<file path="src/rtl/cpu_control_fsm.sv">
// Control sequencer for the 16-bit CPU: fetch, PC update, decode, execute, memory access, halt.
// Define CPU_CALL_RET_EN to decode opcode 010 as BL / BX / BLX and to add the pc_from_c port.
module cpu_control_fsm #(
  parameter int         STATE_W    = 5,
  parameter logic [1:0] MCMD_NONE  = 2'b00,
  parameter logic [1:0] MCMD_READ  = 2'b01,
  parameter logic [1:0] MCMD_WRITE = 2'b10
) (
  input  logic       clk,
  input  logic       reset,
  input  logic [2:0] opcode,
  input  logic [1:0] op,
  input  logic [2:0] cond,
  input  logic       N,
  input  logic       V,
  input  logic       Z,
  output logic       reset_pc,
  output logic       load_pc,
  output logic       pc_sel,
  output logic       addr_sel,
  output logic [1:0] mem_cmd,
  output logic       load_ir,
  output logic       load_addr,
  output logic [2:0] nsel,
  output logic [1:0] vsel,
  output logic       write,
  output logic       loada,
  output logic       loadb,
  output logic       loadc,
  output logic       loads,
  output logic       asel,
  output logic       bsel,
`ifdef CPU_CALL_RET_EN
  output logic       pc_from_c,
`endif
  output logic       halted
);

  localparam logic [2:0] NSEL_RN = 3'b001;
  localparam logic [2:0] NSEL_RD = 3'b010;
  localparam logic [2:0] NSEL_RM = 3'b100;
  localparam logic [1:0] VSEL_C     = 2'b00;
  localparam logic [1:0] VSEL_PC    = 2'b01;
  localparam logic [1:0] VSEL_IMM   = 2'b10;
  localparam logic [1:0] VSEL_MDATA = 2'b11;

  typedef enum logic [STATE_W-1:0] {
    RST, IF1, IF2, UPDATE_PC, DECODE, WR_IMM, GET_A, GET_B, GET_BD,
    EXEC, EXEC_CMP, WR_REG, ADDR_CALC, LOAD_ADDR, MEM_RD1, MEM_RD2,
    STR_C, MEM_WR, BRANCH,
`ifdef CPU_CALL_RET_EN
    BL_LINK, BX_GET, BX_C, BX_PC,
`endif
    HALT
  } state_t;

  state_t     state_reg, state_next;
  logic [4:0] instr;
  logic       taken;

  assign instr = {opcode, op};

  always_ff @(posedge clk or posedge reset) begin
    if (reset) state_reg <= RST;
    else       state_reg <= state_next;
  end

  // Branch condition from the status flags; only consumed in BRANCH.
  always_comb begin
    taken = 1'b0;
    case (cond)
      3'b000:  taken = 1'b1;
      3'b001:  taken = Z;
      3'b010:  taken = ~Z;
      3'b011:  taken = N ^ V;
      3'b100:  taken = (N ^ V) | Z;
      default: taken = 1'b0;
    endcase
  end

  always_comb begin
    state_next = state_reg;
    reset_pc   = 1'b0;
    load_pc    = 1'b0;
    pc_sel     = 1'b0;
    addr_sel   = 1'b0;
    mem_cmd    = MCMD_NONE;
    load_ir    = 1'b0;
    load_addr  = 1'b0;
    nsel       = 3'b000;
    vsel       = VSEL_C;
    write      = 1'b0;
    loada      = 1'b0;
    loadb      = 1'b0;
    loadc      = 1'b0;
    loads      = 1'b0;
    asel       = 1'b0;
    bsel       = 1'b0;
    halted     = 1'b0;
`ifdef CPU_CALL_RET_EN
    pc_from_c  = 1'b0;
`endif
    case (state_reg)
      RST: begin
        reset_pc   = 1'b1;
        load_pc    = 1'b1;
        state_next = IF1;
      end
      IF1: begin
        addr_sel   = 1'b1;
        mem_cmd    = MCMD_READ;
        state_next = IF2;
      end
      IF2: begin
        addr_sel   = 1'b1;
        mem_cmd    = MCMD_READ;
        load_ir    = 1'b1;
        state_next = UPDATE_PC;
      end
      UPDATE_PC: begin
        load_pc    = 1'b1;
        state_next = DECODE;
      end
      DECODE: begin
        casez (instr)
          5'b110_10: state_next = WR_IMM;
          5'b110_00: state_next = GET_B;
          5'b101_11: state_next = GET_B;
          5'b101_??: state_next = GET_A;
          5'b011_00: state_next = GET_A;
          5'b100_00: state_next = GET_A;
          5'b111_??: state_next = HALT;
          5'b001_??: state_next = BRANCH;
`ifdef CPU_CALL_RET_EN
          5'b010_11: state_next = BL_LINK;
          5'b010_10: state_next = BL_LINK;
          5'b010_00: state_next = BX_GET;
`endif
          default:   state_next = IF1;
        endcase
      end
      WR_IMM: begin
        nsel       = NSEL_RN;
        vsel       = VSEL_IMM;
        write      = 1'b1;
        state_next = IF1;
      end
      GET_A: begin
        nsel       = NSEL_RN;
        loada      = 1'b1;
        state_next = (opcode == 3'b101) ? GET_B : ADDR_CALC;
      end
      GET_B: begin
        nsel       = NSEL_RM;
        loadb      = 1'b1;
        state_next = (instr == 5'b101_01) ? EXEC_CMP : EXEC;
      end
      EXEC: begin
        loadc      = 1'b1;
        asel       = (instr == 5'b110_00);  // MOV reg passes B through 0 + B
        state_next = WR_REG;
      end
      EXEC_CMP: begin
        loads      = 1'b1;
        state_next = IF1;
      end
      WR_REG: begin
        nsel       = NSEL_RD;
        vsel       = VSEL_C;
        write      = 1'b1;
        state_next = IF1;
      end
      ADDR_CALC: begin
        bsel       = 1'b1;
        loadc      = 1'b1;
        state_next = LOAD_ADDR;
      end
      LOAD_ADDR: begin
        load_addr  = 1'b1;
        state_next = (opcode == 3'b100) ? GET_BD : MEM_RD1;
      end
      MEM_RD1: begin
        mem_cmd    = MCMD_READ;
        state_next = MEM_RD2;
      end
      MEM_RD2: begin
        mem_cmd    = MCMD_READ;
        nsel       = NSEL_RD;
        vsel       = VSEL_MDATA;
        write      = 1'b1;
        state_next = IF1;
      end
      GET_BD: begin
        nsel       = NSEL_RD;
        loadb      = 1'b1;
        state_next = STR_C;
      end
      STR_C: begin
        asel       = 1'b1;
        loadc      = 1'b1;
        state_next = MEM_WR;
      end
      MEM_WR: begin
        mem_cmd    = MCMD_WRITE;
        state_next = IF1;
      end
      BRANCH: begin
        load_pc    = taken;
        pc_sel     = taken;
        state_next = IF1;
      end
`ifdef CPU_CALL_RET_EN
      BL_LINK: begin
        nsel  = NSEL_RN;
        vsel  = VSEL_PC;
        write = 1'b1;
        // BL jumps in the same cycle; BLX continues into the register-target path.
        if (op == 2'b11) begin
          load_pc    = 1'b1;
          pc_sel     = 1'b1;
          state_next = IF1;
        end else begin
          state_next = BX_GET;
        end
      end
      BX_GET: begin
        nsel       = NSEL_RD;
        loadb      = 1'b1;
        state_next = BX_C;
      end
      BX_C: begin
        asel       = 1'b1;
        loadc      = 1'b1;
        state_next = BX_PC;
      end
      BX_PC: begin
        load_pc    = 1'b1;
        pc_sel     = 1'b1;
        pc_from_c  = 1'b1;
        state_next = IF1;
      end
`endif
      HALT: begin
        halted     = 1'b1;
        state_next = HALT;
      end
      default: state_next = RST;
    endcase
  end

endmodule

</file>
<file path="config.mk">
export PLATFORM = sky130hd
export DESIGN_NAME = cpu_control_fsm
export DESIGN_NICKNAME = d
export VERILOG_FILES = /design/src/rtl/cpu_control_fsm.sv
export SDC_FILE = /design/constraint.sdc
export NUM_CORES = 1
export LEC_CHECK = 0
export ABC_AREA = 1
export CELL_PAD_IN_SITES_DETAIL_PLACEMENT = 1
export CELL_PAD_IN_SITES_GLOBAL_PLACEMENT = 2
export CORE_MARGIN = 10
export CORE_UTILIZATION = 27
export DETAILED_ROUTE_END_ITERATION = 7
export DONT_BUFFER_PORTS = 1
export PLACE_DENSITY = 0.82
export SYNTH_ARGS = -nofsm -noshare
export SYNTH_HDL_FRONTEND = slang
export SYNTH_SLANG_ARGS = --single-unit
</file>
<file path="constraint.sdc">
create_clock -name clk -period 1.42 [get_ports clk]
set_input_delay 0.142 -clock clk [delete_from_list [all_inputs] [get_ports clk]]
set_output_delay 0.142 -clock clk [all_outputs]
set_load 0.1 [all_outputs]
</file>
==> qor.yml <==
relSlewSlack_pct: 69.98
final_common_cell: "nand2_1"
finalSetupViolCount: 26
syn_area_sq_um: 718.2
drtAntennaViolNets: 0
numPortBuffers: 0
ys_warn_count: 0
diodes: 0
grt_pass1_wl_um: 7486
die_area_sq_um: 5123
dpl.hpwl_um: 2962
drt_pass1_iterations: 4
final_util_pct: 72.82
die_w_um: 71.58
synth_seq_cells: 5
boundaryPins: 34
worstMarginPinSlew_ps: 446.8
grt_max_degree: 9
violations: "setup timing"
cts-buffers-inserted: 3
clock-sinks: 5
reg2reg_depth: 7
grt_overflow_total: 0
layout_common_cells: "nand2_1 (29), buf_4 (20), buf_12 (16), inv_1 (12), buf_6 (11)"
path_max_fanout: 5
coreArea_sq_um: 2500
routabilityCongestion: 0.9483
dr_total_vias: 1359
clk_pin_slew_ps: 60
first_global_vias: 1405
grt_usage_pct: 18.55
drc: 0
initial_core_util_pct: 28.73
rsz0062_at_grt: "true"
fillers: 271
drtIter0Drc: 106
max_freq_mhz: 572.9
slew_viol_final: 0
clock_skew_ps: 6.349
via_per_inst: 6.040
largest_register_ffs: 5
ys_seq_area_share_pct: 17.42
cts_buffer_depth: 2
wirelength_um: 6454
synth.net_count: 157
post-route-min-period_ps: 1745
crit_type: "reg2out"
cp_data_required_time_ps: 1280
routedWlPerCell_um: 28.68
num_rows: 18
multi_input_area_sq_um: 878.3
status: "finished, violations left"
synth_cells: 144
start_kind: "flop"
drive_gt1_share_pct: 62.56
cp-end-kind: "primary output"
fin_ws_ps: -325.4
synth_cell_types: 15
tns_ps: -6102
hold_viol: 0
postSynthAreaPerCell_sq_um: 4.987
area_growth_syn_to_layout_pct: 153.5
clock_latency_ps: 270
worstHoldPathType: "in2reg"
finalCritPeriodShare_pct: 122.9
root_buffer: "clkbuf_4"
maxCapViolCount: 0
cp.arrival_ps: 1600
cts_max_level: 1
rrSetupSlack_ps: -310
antenna_found_initial: 0
seq_area_sq_um: 131.4
cts_tree: "built"
hold_depth: 5
nets: 209
die_h_um: 71.58
## kinds of logic (layout without fill, tap and decap cells)
family,Yosys count,after routing,synth area share (%)
simple gates,100,100,59.06
buf+inv,28,79,14.81
compound gates,10,10,7.491
flops,5,5,17.42
xor+xnor,1,1,1.220
## area by class of cell
| class | instances | area share, % |
|---|---|---|
| Clock buffer | 4 | 1.443 |
| Inverter | 27 | 7.835 |
| Multi-Input combinational cell | 111 | 48.25 |
| Sequential cell | 5 | 7.216 |
| Tap cell | 30 | 2.062 |
| Timing Repair Buffer | 48 | 33.20 |
## metal layers
layer  global-route usage [%]  wire length [um]  vias to the layer above
li1                         -                 -                      562
met1                    16.88              2118                      657
met2                    33.14              3284                       97
met3                    5.510               511                       43
met4                    15.48               539                        0
met5                        0                 0                        -
## synthesized netlist by cell type
| cell | number | area share (%) |
|---|---|---|
| nand2_1 | 48 | 25 |
| nand3_1 | 21 | 15 |
| nor2_1 | 22 | 11 |
| dfrtp_1 | 5 | 17 |
| xnor2_1 | 1 | 1.2 |
| nand4_1 | 4 | 3.5 |
| nand3_2 | 1 | 1.4 |
| o2111ai_1 | 1 | 1.2 |
| inv_2 | 2 | 1.0 |
| nor2_2 | 1 | 0.87 |
| buf_2 | 1 | 0.70 |
| a21oi_1 | 2 | 1.4 |
| o21ai_0 | 7 | 4.9 |
| nor3_1 | 3 | 2.1 |
| inv_1 | 25 | 13 |
## worst max-delay path, stage by stage (launching register included)
cell	delay, ps
dfrtp_2	440
nor2_2	150
buf_4	200
nand2_1	140
o21ai_2	200
buf_12	200
## through the flow
stage,cell area (sq um),hold WS (ps),setup WS [ps],cells
after CTS,1609,163.7,-254.4,216
after detailed placement,1351,-40.72,-73.86,205
after floorplan,903.4,-79.55,-311.6,144
final,1821,255.8,-325.4,225
after global routing,1821,264.2,-368.2,225
after global placement,1351,-57.74,-13.36,205
## timing repair
item | in CTS | in global routing
setup buffers | 6 | 11
setup endpoints to repair | 23 | 26
gates resized for setup | 45 | 38
endpoints found under the hold margin | 5 | 0
hold buffers | 1 | 0
pin swaps | 12 | 18
## worst paths after layout
check | endpoint | from
max | load_pc | state_reg[2]
min | state_reg[0] | opcode[2]
max reg2reg | state_reg[0] | state_reg[4]
min reg2reg | state_reg[1] | state_reg[1]
max in group asynchronous | state_reg[2] | reset
min in group asynchronous | state_reg[3] | reset
Power is not shown: default switching activity piles up to over one toggle a cycle in this logic, so the estimate is an artifact.
